<file path="src/rtl/gray_mon_pkg.sv">
// Shared definitions for the Gray-count sequence monitor: the monitor FSM
// state encoding, the Gray word width and the Gray-to-binary decode.
package gray_mon_pkg;

  localparam int GRAY_W = 4;

  typedef enum logic [1:0] {
    ACQUIRE = 2'd0,
    LOCKED  = 2'd1,
    FAULT   = 2'd2
  } mon_state_t;

  // Binary decode of a reflected Gray word: each binary bit is the XOR of
  // all Gray bits at or above its position.
  function automatic logic [GRAY_W-1:0] gray2bin(input logic [GRAY_W-1:0] g);
    logic [GRAY_W-1:0] b;
    b[GRAY_W-1] = g[GRAY_W-1];
    for (int i = GRAY_W - 2; i >= 0; i--) begin
      b[i] = b[i+1] ^ g[i];
    end
    return b;
  endfunction

endpackage

</file>
<file path="src/rtl/gray_seq_monitor_if.sv">
// Bundle between the Gray counter stage (master: drives the count stream,
// observes status) and the sequence monitor (slave: observes the stream,
// drives status).
interface gray_seq_monitor_if #(
  parameter int ERRCNT_W = 8
);
  import gray_mon_pkg::*;

  logic [GRAY_W-1:0]   gray_in;
  logic                gray_valid;
  logic [GRAY_W-1:0]   bin_out;
  logic                bin_valid;
  logic                lock;
  logic                step_err;
  logic                err_type;
  logic                err_sticky;
  logic                wrap;
  logic [ERRCNT_W-1:0] err_count;

  modport master (
    output gray_in, gray_valid,
    input  bin_out, bin_valid, lock, step_err, err_type, err_sticky, wrap, err_count
  );

  modport slave (
    input  gray_in, gray_valid,
    output bin_out, bin_valid, lock, step_err, err_type, err_sticky, wrap, err_count
  );

endinterface

</file>
<file path="src/rtl/gray_to_bin.sv">
// Combinational Gray-to-binary decoder for one Gray word.
module gray_to_bin
  import gray_mon_pkg::*;
(
  input  logic [GRAY_W-1:0] gray,
  output logic [GRAY_W-1:0] bin
);

  assign bin = gray2bin(gray);

endmodule

</file>
<file path="src/rtl/gray_seq_monitor.sv">
// Gray-count sequence monitor. Decodes each valid Gray sample, checks it is
// the modulo-16 successor of the previous sample, and reports lock, step
// errors (with a Hamming-distance qualifier), wraps and a sticky error flag.
// Optional feature macro GRAY_SEQ_MON_ERRCNT_EN: when defined, err_count is a
// saturating ERRCNT_W-bit counter of step_err pulses; otherwise it is tied 0.
module gray_seq_monitor
  import gray_mon_pkg::*;
#(
  parameter int LOCK_CNT = 2,
  parameter int ERRCNT_W = 8
) (
  input  logic              clk,
  input  logic              rst,
  gray_seq_monitor_if.slave bus
);

  localparam logic [3:0] LOCK_CNT_V = 4'(LOCK_CNT);

  mon_state_t        state_reg, state_next;
  logic [GRAY_W-1:0] prev_bin_reg, prev_bin_next;
  logic [GRAY_W-1:0] prev_gray_reg, prev_gray_next;
  logic              have_ref_reg, have_ref_next;
  logic [3:0]        good_run_reg, good_run_next;

  logic [GRAY_W-1:0] bin_out_reg, bin_out_next;
  logic              bin_valid_reg, bin_valid_next;
  logic              lock_reg, lock_next;
  logic              step_err_reg, step_err_next;
  logic              err_type_reg, err_type_next;
  logic              err_sticky_reg, err_sticky_next;
  logic              wrap_reg, wrap_next;

  logic [GRAY_W-1:0] dec_bin;
  logic [GRAY_W-1:0] succ_bin;
  logic [GRAY_W-1:0] gray_diff;
  logic              is_succ;
  logic              ham_one;
  logic [3:0]        good_run_inc;

  gray_to_bin u_dec (
    .gray (bus.gray_in),
    .bin  (dec_bin)
  );

  // Successor and single-bit-change tests against the stored reference.
  always_comb begin
    succ_bin     = prev_bin_reg + 4'd1;
    is_succ      = (dec_bin == succ_bin);
    gray_diff    = bus.gray_in ^ prev_gray_reg;
    ham_one      = (gray_diff != 4'd0) && ((gray_diff & (gray_diff - 4'd1)) == 4'd0);
    good_run_inc = (good_run_reg >= LOCK_CNT_V) ? LOCK_CNT_V : good_run_reg + 4'd1;
  end

  // Next-state and registered-output decisions for one sample.
  always_comb begin
    state_next      = state_reg;
    prev_bin_next   = prev_bin_reg;
    prev_gray_next  = prev_gray_reg;
    have_ref_next   = have_ref_reg;
    good_run_next   = good_run_reg;
    bin_out_next    = bin_out_reg;
    bin_valid_next  = 1'b0;
    step_err_next   = 1'b0;
    err_type_next   = err_type_reg;
    err_sticky_next = err_sticky_reg;
    wrap_next       = 1'b0;

    if (bus.gray_valid) begin
      // Every valid sample becomes the reference for the next one.
      bin_out_next   = dec_bin;
      bin_valid_next = 1'b1;
      prev_bin_next  = dec_bin;
      prev_gray_next = bus.gray_in;
      have_ref_next  = 1'b1;

      case (state_reg)
        LOCKED: begin
          if (is_succ) begin
            wrap_next = (prev_bin_reg == 4'hF);
          end else begin
            step_err_next   = 1'b1;
            err_type_next   = ~ham_one;
            err_sticky_next = 1'b1;
            good_run_next   = 4'd0;
            state_next      = FAULT;
          end
        end
        default: begin
          // ACQUIRE and FAULT resync silently.
          if (!have_ref_reg) begin
            good_run_next = 4'd0;
          end else if (is_succ) begin
            good_run_next = good_run_inc;
            if (good_run_inc == LOCK_CNT_V) begin
              state_next = LOCKED;
            end
          end else begin
            good_run_next = 4'd0;
          end
        end
      endcase
    end

    lock_next = (state_next == LOCKED);
  end

  // State and output registers.
  always_ff @(posedge clk) begin
    if (rst) begin
      state_reg      <= ACQUIRE;
      prev_bin_reg   <= '0;
      prev_gray_reg  <= '0;
      have_ref_reg   <= 1'b0;
      good_run_reg   <= 4'd0;
      bin_out_reg    <= '0;
      bin_valid_reg  <= 1'b0;
      lock_reg       <= 1'b0;
      step_err_reg   <= 1'b0;
      err_type_reg   <= 1'b0;
      err_sticky_reg <= 1'b0;
      wrap_reg       <= 1'b0;
    end else begin
      state_reg      <= state_next;
      prev_bin_reg   <= prev_bin_next;
      prev_gray_reg  <= prev_gray_next;
      have_ref_reg   <= have_ref_next;
      good_run_reg   <= good_run_next;
      bin_out_reg    <= bin_out_next;
      bin_valid_reg  <= bin_valid_next;
      lock_reg       <= lock_next;
      step_err_reg   <= step_err_next;
      err_type_reg   <= err_type_next;
      err_sticky_reg <= err_sticky_next;
      wrap_reg       <= wrap_next;
    end
  end

`ifdef GRAY_SEQ_MON_ERRCNT_EN
  logic [ERRCNT_W-1:0] err_count_reg;

  // Saturating count of step errors; holds at all-ones.
  always_ff @(posedge clk) begin
    if (rst) begin
      err_count_reg <= '0;
    end else if (step_err_next && (err_count_reg != {ERRCNT_W{1'b1}})) begin
      err_count_reg <= err_count_reg + 1'b1;
    end
  end

  assign bus.err_count = err_count_reg;
`else
  assign bus.err_count = {ERRCNT_W{1'b0}};
`endif

  assign bus.bin_out    = bin_out_reg;
  assign bus.bin_valid  = bin_valid_reg;
  assign bus.lock       = lock_reg;
  assign bus.step_err   = step_err_reg;
  assign bus.err_type   = err_type_reg;
  assign bus.err_sticky = err_sticky_reg;
  assign bus.wrap       = wrap_reg;

endmodule
</file>
<file path="src/flat_wrapper.sv">
// flat-port wrapper written by rule: the top's interface ports become plain ports
module gray_seq_monitor_flat import gray_mon_pkg::*;
#(
  parameter int LOCK_CNT = 2,
  parameter int ERRCNT_W = 8
)
  (clk, rst, bus_gray_in, bus_gray_valid, bus_bin_out, bus_bin_valid, bus_lock, bus_step_err, bus_err_type, bus_err_sticky, bus_wrap, bus_err_count);
  gray_seq_monitor_if #(.ERRCNT_W(ERRCNT_W)) bus_i ();
  input  logic clk;
  input  logic rst;
  input wire logic [$bits(bus_i.gray_in)-1:0] bus_gray_in;
  input wire logic [$bits(bus_i.gray_valid)-1:0] bus_gray_valid;
  output wire logic [$bits(bus_i.bin_out)-1:0] bus_bin_out;
  output wire logic [$bits(bus_i.bin_valid)-1:0] bus_bin_valid;
  output wire logic [$bits(bus_i.lock)-1:0] bus_lock;
  output wire logic [$bits(bus_i.step_err)-1:0] bus_step_err;
  output wire logic [$bits(bus_i.err_type)-1:0] bus_err_type;
  output wire logic [$bits(bus_i.err_sticky)-1:0] bus_err_sticky;
  output wire logic [$bits(bus_i.wrap)-1:0] bus_wrap;
  output wire logic [$bits(bus_i.err_count)-1:0] bus_err_count;
  assign bus_i.gray_in = bus_gray_in;
  assign bus_i.gray_valid = bus_gray_valid;
  assign bus_bin_out = bus_i.bin_out;
  assign bus_bin_valid = bus_i.bin_valid;
  assign bus_lock = bus_i.lock;
  assign bus_step_err = bus_i.step_err;
  assign bus_err_type = bus_i.err_type;
  assign bus_err_sticky = bus_i.err_sticky;
  assign bus_wrap = bus_i.wrap;
  assign bus_err_count = bus_i.err_count;
  gray_seq_monitor #(.LOCK_CNT(LOCK_CNT), .ERRCNT_W(ERRCNT_W)) u_core (.clk(clk), .rst(rst), .bus(bus_i));
endmodule
</file>
<file path="config.mk">
export PLATFORM = sky130hd
export DESIGN_NAME = gray_seq_monitor_flat
export DESIGN_NICKNAME = d
export VERILOG_FILES = /design/src/rtl/gray_mon_pkg.sv /design/src/rtl/gray_seq_monitor_if.sv /design/src/rtl/gray_to_bin.sv /design/src/rtl/gray_seq_monitor.sv /design/src/flat_wrapper.sv
export SDC_FILE = /design/constraint.sdc
export NUM_CORES = 1
export LEC_CHECK = 0
export BUFFER_PORTS_ARGS = -buffer_cell sky130_fd_sc_hd__buf_4
export CAP_MARGIN = 15
export CORE_MARGIN = 2
export CORE_UTILIZATION = 51
export CTS_BUF_LIST = sky130_fd_sc_hd__clkbuf_16
export DETAILED_ROUTE_END_ITERATION = 10
export PLACE_DENSITY = 0.82
export SLEW_MARGIN = 20
export SYNTH_ARGS = -nofsm -noshare
export SYNTH_HDL_FRONTEND = slang
export SYNTH_SLANG_ARGS = --single-unit
</file>
<file path="constraint.sdc">
create_clock -name clk -period 2.6 [get_ports clk]
set_input_delay 0.52 -clock clk [delete_from_list [all_inputs] [get_ports clk]]
set_output_delay 0.52 -clock clk [all_outputs]
set_load 0.05 [all_outputs]
</file>
---- Word-level counts from Yosys, hierarchy flattened ----
Index checks and enable logic that the tools add are counted.
storage, ports and cells
  register bits ........................... 21
  latch bits .............................. 0
  bits in writable memories ............... 0
  ROM bits ................................ 0
  logic and storage cells ................. 50
  memories kept ........................... 0
operators by class
  add/subtract/negate cells ............... 3
  $mul .................................... 0
  divide/modulo/power cells ............... 0
  $lt $le $gt $ge ......................... 1
  eq/ne operators ......................... 6
  shift-type cells ........................ 0
  muxes and demuxes ....................... 13
  bitwise operators ....................... 9
  reductions and logical operators ........ 7
operators by type and width
  kind                 count
  $mux 4               5
  $mux 2               6
  $add 4x1->4 const B  2
  $and 4x4->4          1
  $eq 2x1->1 const B   2
  $eq 4x2->1 const B   1
  $eq 4x4->1           1
  $eq 4x4->1 const B   1
  $ge 4x2->1 const B   1
  $logic_not 4->1      1
  $not 1->1            4
  $reduce_bool 4->1    1
  $reduce_or 4->1      1
  $sub 4x1->4 const B  1
  $xor 4x4->4          1
  $reduce_and 3->1     1
  $reduce_or 3->1      1
  $xor 1x1->1          3
  $mux 1               2
  $ne 2x2->1 const B   1
  $reduce_and 2->1     1
  $logic_and 1x1->1    1

---- Logic depth before layout (Yosys ltp) ----
Gate-level depths: netlist of the first run.
  depth after elaboration ................. 9
  mapped depth ............................ 6
  gate-level depth less buffers ........... 6

---- By module ----
Synthesis of the first run repeated with hierarchy kept, for this count alone.
second synthesis, totals
  cell total of the unflattened synthesis .. 113
  area total of the unflattened synthesis .. 1069.8 sq um
by module, submodules not included
  module            instances  cells an instance  area an instance (sq um)  seq. area each (sq um)
  gray_seq_monitor  1          108                1019.7                    420.4
  gray_to_bin       1          5                  50.0                      0.0

---- Worst setup path before layout of the first run ----
OpenSTA, ideal clock, no wires.
  kind .................................... register to register
  start ................................... register u_core.bus.bin_out[0] (netlist name)
  end ..................................... register u_core.state_reg[1]
  setup time .............................. 125 ps
  arrival time ............................ 2069 ps
  data required time ...................... 2475 ps
  setup slack ............................. 406 ps
  cell stages (with the launch flop) ...... 6
  buffers on the path ..................... 0
  cells stage by stage .................... dfxtp_1 > ha_1 > or3_4 > a211oi_4 > nand4_1 > o2bb2ai_1
RTL lines
  item                  RTL line                 source
  to (signal assigned)  gray_seq_monitor.sv:123  state_reg <= state_next;
  to (decl)             gray_seq_monitor.sv:19   mon_state_t state_reg, state_next;

---- Worst setup path after layout of the first run ----
  start ................................... input port bus_gray_in[3]
  end ..................................... register u_core.err_type_reg (netlist: u_core.bus.err_type)
between the ends
  word-level cells in the longest chain between the ends .. 6
ends and longest elaborated chain
  item                                                   RTL line                                        source
  from (decl)                                            flat_wrapper.sv:11                              input wire logic [$bits(bus_i.gray_in)-1:0] bus_gray_in;
  $xor 4x4->4 / $xor 1x1->1 (equally long branches)      gray_seq_monitor.sv:49, gray_mon_pkg.sv:19
  $sub 4x1->4 / $xor 1x1->1 (equally long branches)      gray_seq_monitor.sv:50, gray_mon_pkg.sv:19
  $and 4x4->4 / $xor 1x1->1 (equally long branches)      gray_seq_monitor.sv:50, gray_mon_pkg.sv:19
  $logic_not 4->1 / $eq 4x4->1 (equally long branches)   gray_seq_monitor.sv:50, gray_seq_monitor.sv:48
  $logic_and 1x1->1 / $not 1->1 (equally long branches)  n/a
  $not 1->1 / $reduce_and 3->1 (equally long branches)   n/a
  to (signal assigned)                                   gray_seq_monitor.sv:132                         err_type_reg <= err_type_next;
  to (decl)                                              gray_seq_monitor.sv:29                          logic err_type_reg, err_type_next;
Parallel ways exist; a longest one is shown, timed or not.
A chain may end at the register's enable or synchronous reset.

==> results.json, run 1 <==
{
  "antenna_found_initial": 0,
  "antenna_left": 0,
  "setup-tns-final_ns": 0,
  "drv_slew": 0,
  "power_density_nw_per_um2": 662.5,
  "syn_area_sq_um": 1007,
  "synth_top_area_cell": "dfxtp_1",
  "crit_cells": 6,
  "synth_seq_area_share_pct": 39.75,
  "crit_chain": "buf_4, xor3_2, or3_4, a211oi_4, or3_2, mux2i_1",
  "combPwrFrac_pct": 18.5,
  "crit_path_end_kind": "flip-flop",
  "wirelength_um": 1850,
  "crit_end": "u_core.bus.err_type$_SDFFE_PP0P_",
  "setup_violations": 0,
  "worstPathMaxFanout": 8,
  "hold_class": "flip-flop to flip-flop",
  "maxCapViolCount": 0,
  "synth-edff-count": 0,
  "synth_warnings": 0,
  "cts_tree": "yes",
  "async_reset_ff_share_pct": 0,
  "cts-root-buf": "clkbuf_16",
  "clock_latency_ns": 0.25,
  "dp.cells": 142,
  "avgViaCountPerCell": 5.166,
  "postCtsSetupBuffers": 0,
  "cts_sinks": 20,
  "area_growth_syn_to_layout_pct": 17.52,
  "min_period_ns": 2.126,
  "io_pins": 25,
  "synthCells": 104,
  "synth_top_family_by_area": "simple AND/OR/NAND/NOR gates",
  "finClkSkew_ns": 0.003193,
  "slowest_stage": "xor3_2",
  "start_kind": "primary input",
  "p_leak_nw": 0.5367,
  "synth-seq-cells": 20,
  "r2r-end": "u_core.bus.err_type$_SDFFE_PP0P_",
  "diodes": 0,
  "cts.hold.buffers_added": 0,
  "rows": 16,
  "grt_pass1_vias": 758,
  "cts_buffer_depth": 2,
  "grt_pass1_wl_um": 3270,
  "critPathBufInv": 1,
  "synth_cell_types": 36,
  "ir_drop_mv": 0.3908,
  "final_cell_area_sq_um": 1184,
  "grt_start_max_net_pins": 20,
  "fmax_ghz": 0.4705,
  "cpPeakStageDelay_ns": 0.47,
  "initial_core_util_pct": 52.96,
  "die_area_sq_um": 2346,
  "worstPathRequired_ns": 2.79,
  "die_w_um": 48.44,
  "finalHoldViolCount": 0,
  "wl_per_cell_um": 12.76,
  "dpl_cell_area_sq_um": 1109,
  "switching_power_w": 0.0002153,
  "cp_top_family": "simple AND/OR/NAND/NOR gates",
  "worstReg2RegStart": "u_core.bus.bin_out[0]$_SDFFE_PP0P_",
  "synth.top_cell.area_share_pct": 39.75,
  "core-area_sq_um": 1902,
  "total_power_w": 0.0007842,
  "first_pass_iters": 4,
  "synth.area.top_cells": "dfxtp_1, buf_4, mux2i_1, nor2_1, xnor2_1",
  "gp_congestion": 0.7307,
  "rsz0062_at_grt": "false",
  "synthXorXnorAreaFrac_pct": 12.05,
  "syn_area_per_cell_sq_um": 9.685,
  "synth_ff_type": "dfxtp_1",
  "synth.area.mux_share_pct": 7.081,
  "cts_made_buffers": 3,
  "critical_path_class": "primary input to flip-flop",
  "worstRegToRegCells": 5,
  "yosys.area_share.adder_pct": 3.727,
  "final_cells": 145,
  "synth_compound_area_share_pct": 12.80,
  "clockPowerShare_pct": 39.8,
  "crit_path_start": "bus_gray_in[3]",
  "clk_pin_slew_ns": 0.05,
  "post_cts_resized": 0,
  "period_share_pct": 81.75,
  "switching_share_pct": 27.45,
  "arrival_ns": 2.31,
  "synth-simple-area-share_pct": 15.28,
  "drt-initial-drc-count": 9,
  "fp.dieH_um": 48.44,
  "nNetsFinal": 130,
  "portBuffers": 16,
  "grtUsageTotal_pct": 17.97,
  "drc": 0,
  "drive_above_1_share_pct": 22.03,
  "ys_top_cells_by_count": "dfxtp_1, nor2_1, buf_4",
  "ff2ff_setup_slack_ns": 0.63,
  "cts_max_level": 1,
  "pwr-share-seq_pct": 41.7,
  "grt_remaining_overflow": 0,
  "outcome": "finished clean",
  "vias": 749,
  "synth.most_common_cell": "dfxtp_1",
  "internal-power_w": 0.0005689,
  "hpwl_um": 1234
}
## layout by cell type, fill, tap and decap left out, drive strengths merged, types with 3 or more instances in the layout
cell type / n
xor2: 5
conb: 8
a211oi: 3
xnor2: 6
nor2: 14
mux2i: 6
buf: 16
ha: 3
a21oi: 3
o21ai: 3
inv: 3
dfxtp: 20
clkbuf: 3
## worst min-delay path by stage
stage / start / endpoint / slack, ns / depth (start not counted)
floorplan: u_core.good_run_reg[3]$_SDFFE_PP0P_ / u_core.good_run_reg[3]$_SDFFE_PP0P_ / 0.43 / 1
global placement: u_core.bus.err_sticky$_SDFFE_PP0P_ / u_core.bus.err_sticky$_SDFFE_PP0P_ / 0.44 / 2
detailed placement: u_core.good_run_reg[3]$_SDFFE_PP0P_ / u_core.good_run_reg[3]$_SDFFE_PP0P_ / 0.46 / 1
CTS: u_core.bus.err_sticky$_SDFFE_PP0P_ / u_core.bus.err_sticky$_SDFFE_PP0P_ / 0.47 / 2
global route: u_core.good_run_reg[3]$_SDFFE_PP0P_ / u_core.good_run_reg[3]$_SDFFE_PP0P_ / 0.49 / 1
finish: u_core.bus.err_sticky$_SDFFE_PP0P_ / u_core.bus.err_sticky$_SDFFE_PP0P_ / 0.46 / 2
## cell type report
type | instances | area, sq um
repair buffers | 16 | 120.1
flip-flops and latches | 20 | 400.4
inverters | 3 | 11.26
well taps | 27 | 33.78
clock buffers | 3 | 75.07
fillers | 161 | 718.2
multi-input cells | 76 | 543.0
## through the flow
stage	hold WS (ns)	util (%)	setup slack, ns
floorplan	0.4302	-	0.4062
global placement	0.4426	58.29	0.2798
detailed placement	0.4555	58.29	0.2454
CTS	0.4665	62.24	0.4717
global route	0.4923	62.24	0.3815
finish	0.4615	62.24	0.4744
## routing by layer
metal | share of wire [%] | global-route usage, %
met2 | 49 | 31.02
met5 | 0 | 0
met3 | 5.2 | 3.086
met4 | 2.4 | 12.38
met1 | 43 | 20.16
## worst reg2reg max path, stage by stage (launching register included)
cell and delay, ns:
dfxtp_1 0.41, ha_1 0.28, or3_4 0.40, a211oi_4 0.41
or3_2 0.24, mux2i_1 0.17
## logic make-up (layout without fill, tap and decap cells)
logic type,after synthesis,count (layout)
buf+inv,15,22
simple gates,30,30
fa+ha+maj,3,3
flops,20,20
other cells,1,8
mux,7,7
xor+xnor,12,12
compound gates,16,16
## power groups by stage
stage / Sequential (W) / Combinational (W) / Clock [W]
floorplan: 0.000349 / 0.000109 / 0
global placement: 0.000333 / 0.000142 / 0
detailed placement: 0.000333 / 0.000144 / 0
CTS: 0.000327 / 0.000146 / 0.000314
global route: 0.000329 / 0.000157 / 0.000330
finish: 0.000327 / 0.000145 / 0.000312
Note: power is estimated with default switching activity, not from simulation.
==> run 2: changes to the inputs <==
==> constraint.sdc (replaced) <==
create_clock -name clk -period 2.16 [get_ports clk]
set_input_delay 0.432 -clock clk [delete_from_list [all_inputs] [get_ports clk]]
set_output_delay 0.432 -clock clk [all_outputs]
set_load 0.05 [all_outputs]
==> run 2 against run 1 <==
Effect of this change: power rose by 22%; utilization rose by 1.5 points; combinational power increased by 26%; clock power up 21%; worst setup slack got worse by 0.25 ns; critical endpoint is now u_core.state_reg[1]$_SDFF_PP0_; largest cell class unchanged.
==> results.json, run 2 (synthesized netlist as in run 1, its figures left out) <==
{
  "rsz0062_at_grt": "false",
  "grt_pass1_wl_um": 3015,
  "drv_slew": 0,
  "cts-root-buf": "clkbuf_16",
  "die_area_sq_um": 2346,
  "vias": 753,
  "final-seq-area_sq_um": 402.9,
  "mostFrequentLayoutCells": "buf_4, dfxtp_1, nor2_1",
  "hpwl_um": 1292,
  "arrival_ns": 2.07,
  "area_growth_syn_to_layout_pct": 20.37,
  "drc": 0,
  "gp_congestion": 0.7970,
  "power_density_nw_per_um2": 786.8,
  "cts_tree": "yes",
  "diodes": 0,
  "dpl_cell_area_sq_um": 1134,
  "wl_per_cell_um": 11.76,
  "worstPathRequired_ns": 2.30,
  "n_fill_cell": 162,
  "nNetsFinal": 133,
  "core-area_sq_um": 1902,
  "finalHoldViolCount": 0,
  "cts_made_buffers": 3,
  "final_cell_area_sq_um": 1212,
  "cts_buffer_depth": 2,
  "setup_violations": 0,
  "post_cts_resized": 0,
  "rows": 16,
  "maxCapViolCount": 0,
  "clock_latency_ns": 0.25,
  "die_w_um": 48.44,
  "fp.dieH_um": 48.44,
  "critical_path_class": "primary input to flip-flop",
  "drive_above_1_share_pct": 25.41,
  "drt-initial-drc-count": 8,
  "cts_max_level": 1,
  "grt_remaining_overflow": 0,
  "dp.cells": 145,
  "min_period_ns": 1.933,
  "avgViaCountPerCell": 5.054,
  "clk_pin_slew_ns": 0.05,
  "wirelength_um": 1752,
  "period_share_pct": 89.47,
  "antenna_found_initial": 0,
  "fmax_ghz": 0.5174,
  "final_common_cell": "buf_4",
  "first_pass_iters": 4,
  "crit_path_end_kind": "flip-flop",
  "cts.hold.buffers_added": 0,
  "postCtsSetupBuffers": 0,
  "multi_input_area_sq_um": 543.0,
  "final_cells": 149,
  "start_kind": "primary input",
  "io_pins": 25,
  "ir_drop_mv": 0.5327,
  "initial_core_util_pct": 52.96,
  "p_leak_nw": 0.5539,
  "outcome": "finished clean",
  "grt_start_max_net_pins": 20,
  "hold_class": "flip-flop to flip-flop",
  "antenna_left": 0,
  "grt_pass1_vias": 719,
  "finClkSkew_ns": 0.003524,
  "grtUsageTotal_pct": 16.64,
  "cts_sinks": 20,
  "portBuffers": 16,
  "worstPathMaxFanout": 7,
  "worst_hold_slack_ns": 0.4424
}
run 2: worst max-delay path, stage by stage:
cell       delay (ns)
buf_4            0.08
xor3_2           0.42
or3_4            0.39
a211oi_4         0.37
nand4_1          0.21
o2bb2ai_1        0.17
run 2: layout make-up:
class	instances	share of cell area, %
flip-flops and latches	20	33.23
inverters	3	0.9288
clock inverters	1	0.3096
multi-input cells	76	44.79
repair buffers	19	11.76
clock buffers	3	6.192
well taps	27	2.786
run 2: where the power goes:
| group | internal [W] | switching (W) | leakage (nW) |
|---|---|---|---|
| sequential | 0.000382 | 0.0000122 | 0.164 |
| clock | 0.000246 | 0.000130 | 0.0385 |
| combinational | 0.0000657 | 0.000118 | 0.352 |
| total | 0.000694 | 0.000260 | 0.554 |
run 2: metrics by stage:
| step | setup slack (ns) | total power (W) | setup TNS (ns) | utilization [%] |
|---|---|---|---|---|
| after floorplan | 0.1139 | 0.0005517 | 0 | - |
| after global placement | 0.02421 | 0.0005806 | 0 | 59.61 |
| after detailed placement | -0.03138 | 0.0005847 | -0.05650 | 59.61 |
| after CTS | 0.2281 | 0.0009594 | 0 | 63.75 |
| after global routing | 0.1525 | 0.0009940 | 0 | 63.75 |
| final | 0.2274 | 0.0009540 | 0 | 63.75 |
run 2: per-layer routing:
layer	GRT usage, %	vias to the layer above	wire length, um
li1	-	378	-
met1	19.37	350	795
met2	28.70	20	818
met3	3.704	5	101
met4	8.571	0	37
met5	0	-	0
run 2: final timing paths:
path,slack [ns],cells past startpoint,start,to
hold reg to reg,0.44,2,u_core.bus.err_sticky$_SDFFE_PP0P_,u_core.bus.err_sticky$_SDFFE_PP0P_
setup / recovery,0.23,6,bus_gray_in[3],u_core.state_reg[1]$_SDFF_PP0_
hold / removal,0.44,2,u_core.bus.err_sticky$_SDFFE_PP0P_,u_core.bus.err_sticky$_SDFFE_PP0P_
setup reg to reg,0.26,5,u_core.bus.bin_out[0]$_SDFFE_PP0P_,u_core.state_reg[1]$_SDFF_PP0_
==> run 3: changes to the inputs <==
--- a/config.mk
+++ b/config.mk
@@ -7,6 +7,7 @@
 export LEC_CHECK = 0
 export BUFFER_PORTS_ARGS = -buffer_cell sky130_fd_sc_hd__buf_4
 export CAP_MARGIN = 15
+export CORE_ASPECT_RATIO = 0.7
 export CORE_MARGIN = 2
 export CORE_UTILIZATION = 51
 export CTS_BUF_LIST = sky130_fd_sc_hd__clkbuf_16
==> run 3 against run 2 <==
Effect of this change: power up 13%; maximum frequency up 1.3%; routed wire length down 3.1%; clock power up 33%; flip-flop and latch count unchanged; hold slack better by 0.0025 ns; utilization up 3.1 points; cell area up 2.3%; combinational power about the same; register-to-register slack about the same; critical path type unchanged; critical endpoint is now u_core.bus.err_type$_SDFFE_PP0P_; highest routed layer unchanged.
==> results.json, run 3 (synthesized netlist as in run 1, its figures left out) <==
{
  "outcome": "finished clean",
  "final_common_cell": "buf_4",
  "period_share_pct": 88.30,
  "ir_drop_mv": 0.7693,
  "hold_class": "flip-flop to flip-flop",
  "n_fill_cell": 156,
  "finalHoldViolCount": 0,
  "hpwl_um": 1304,
  "worstPathMaxFanout": 7,
  "core-area_sq_um": 1854,
  "drt-initial-drc-count": 16,
  "area_growth_syn_to_layout_pct": 23.11,
  "wirelength_um": 1697,
  "arrival_ns": 2.09,
  "fmax_ghz": 0.5243,
  "use_met2_pct": 30.17,
  "grtUsageMet3_pct": 6.940,
  "maxCapViolCount": 0,
  "grt_pass1_vias": 706,
  "portBuffers": 16,
  "cpPeakStageDelay_ns": 0.41,
  "holdPathStages": 2,
  "finClkSkew_ns": 0.003095,
  "clk_pin_slew_ns": 0.05,
  "grt_remaining_overflow": 0,
  "grtUsageTotal_pct": 17.58,
  "initial_core_util_pct": 54.32,
  "cts.hold.buffers_added": 0,
  "setup-tns-final_ns": 0,
  "slowest_stage": "xor3_2",
  "internal-power_w": 0.0008178,
  "pwr-share-seq_pct": 36.5,
  "crit_path_end_kind": "flip-flop",
  "cts_max_level": 1,
  "cts_sinks": 20,
  "post_cts_resized": 0,
  "p_leak_nw": 0.5713,
  "drc": 0,
  "start_kind": "primary input",
  "switching_power_w": 0.0002626,
  "rsz0062_at_grt": "false",
  "drive_above_1_share_pct": 26.83,
  "antenna_found_initial": 0,
  "io_pins": 25,
  "wl_per_cell_um": 11.70,
  "grt-busiest-layer": "met2",
  "setup_violations": 0,
  "vias": 731,
  "die_area_sq_um": 2352,
  "power_density_nw_per_um2": 871.4,
  "combPwrFrac_pct": 17.2,
  "fp.dieH_um": 41.18,
  "cts-root-buf": "clkbuf_16",
  "gp_congestion": 0.7836,
  "cts_buffer_depth": 2,
  "postCtsSetupBuffers": 0,
  "rows": 13,
  "worstRegToRegCells": 5,
  "grt_use_met1_pct": 20.30,
  "cts_tree": "yes",
  "fin_util_pct": 66.87,
  "grt_start_max_net_pins": 20,
  "critical_path_class": "primary input to flip-flop",
  "die_w_um": 57.12,
  "grt_pass1_wl_um": 2932,
  "clockPowerShare_pct": 46.4,
  "min_period_ns": 1.907,
  "drv_slew": 0,
  "switching_share_pct": 24.31,
  "diodes": 0,
  "mostFrequentLayoutCells": "buf_4, dfxtp_1, nor2_1",
  "nNetsFinal": 134,
  "worstPathRequired_ns": 2.34,
  "cts_made_buffers": 3,
  "clock_latency_ns": 0.25,
  "first_pass_iters": 4,
  "crit_chain": "buf_4, xor3_2, or3_4, a211oi_4, or3_2, mux2i_1",
  "avgViaCountPerCell": 5.041,
  "antenna_left": 0
}
run 3: through the flow:
step | power, W | area, sq um | worst slack (ns) | hold slack [ns] | instances
final | 0.001080 | 1240 | 0.2526 | 0.4449 | 145
after floorplan | 0.0005517 | 1036 | 0.1139 | 0.4302 | 111
after detailed placement | 0.0005881 | 1135 | -0.01156 | 0.4395 | 141
after global placement | 0.0005839 | 1135 | 0.02489 | 0.4413 | 141
after global routing | 0.001132 | 1240 | 0.2056 | 0.4715 | 145
after CTS | 0.001095 | 1240 | 0.2583 | 0.4484 | 145
run 3: layout make-up:
cell class	instances	area, sq um	share of cell area [%]
multi-input cells	76	543.0	43.79
repair buffers	20	150.1	12.11
flip-flops and latches	20	402.9	32.49
well taps	22	27.53	2.220
clock buffers	3	75.07	6.054
inverters	3	11.26	0.9082
clock inverters	1	30.03	2.422
run 3: routing by layer:
layer | wire, um | part of all wire [%]
met2 | 773 | 46
met1 | 799 | 47
met5 | 0 | 0
met3 | 98 | 5.8
met4 | 25 | 1.5
run 3: final timing paths:
kind	start	to	slack, ns
worst max-delay path	bus_gray_in[3]	u_core.bus.err_type$_SDFFE_PP0P_	0.25
worst min-delay path	u_core.bus.err_sticky$_SDFFE_PP0P_	u_core.bus.err_sticky$_SDFFE_PP0P_	0.44
worst max register to register	u_core.bus.bin_out[0]$_SDFFE_PP0P_	u_core.bus.err_type$_SDFFE_PP0P_	0.27
worst min register to register	u_core.bus.err_sticky$_SDFFE_PP0P_	u_core.bus.err_sticky$_SDFFE_PP0P_	0.44
run 3: critical path, delay by kind of cell:
family | cells | cell delay [ns]
AND/OR/NAND/NOR | 2 | 0.62
buffers and inverters | 1 | 0.08
multiplexers | 1 | 0.18
XOR/XNOR | 1 | 0.41
AO/OA/AOI/OAI | 1 | 0.36
run 3: power by group through the flow:
stage,Clock [W],Sequential [W],Combinational [W]
after floorplan,0,0.000421,0.000131
after global placement,0,0.000401,0.000182
after detailed placement,0,0.000402,0.000186
after CTS,0.000514,0.000394,0.000187
after global routing,0.000534,0.000396,0.000202
final,0.000501,0.000394,0.000185
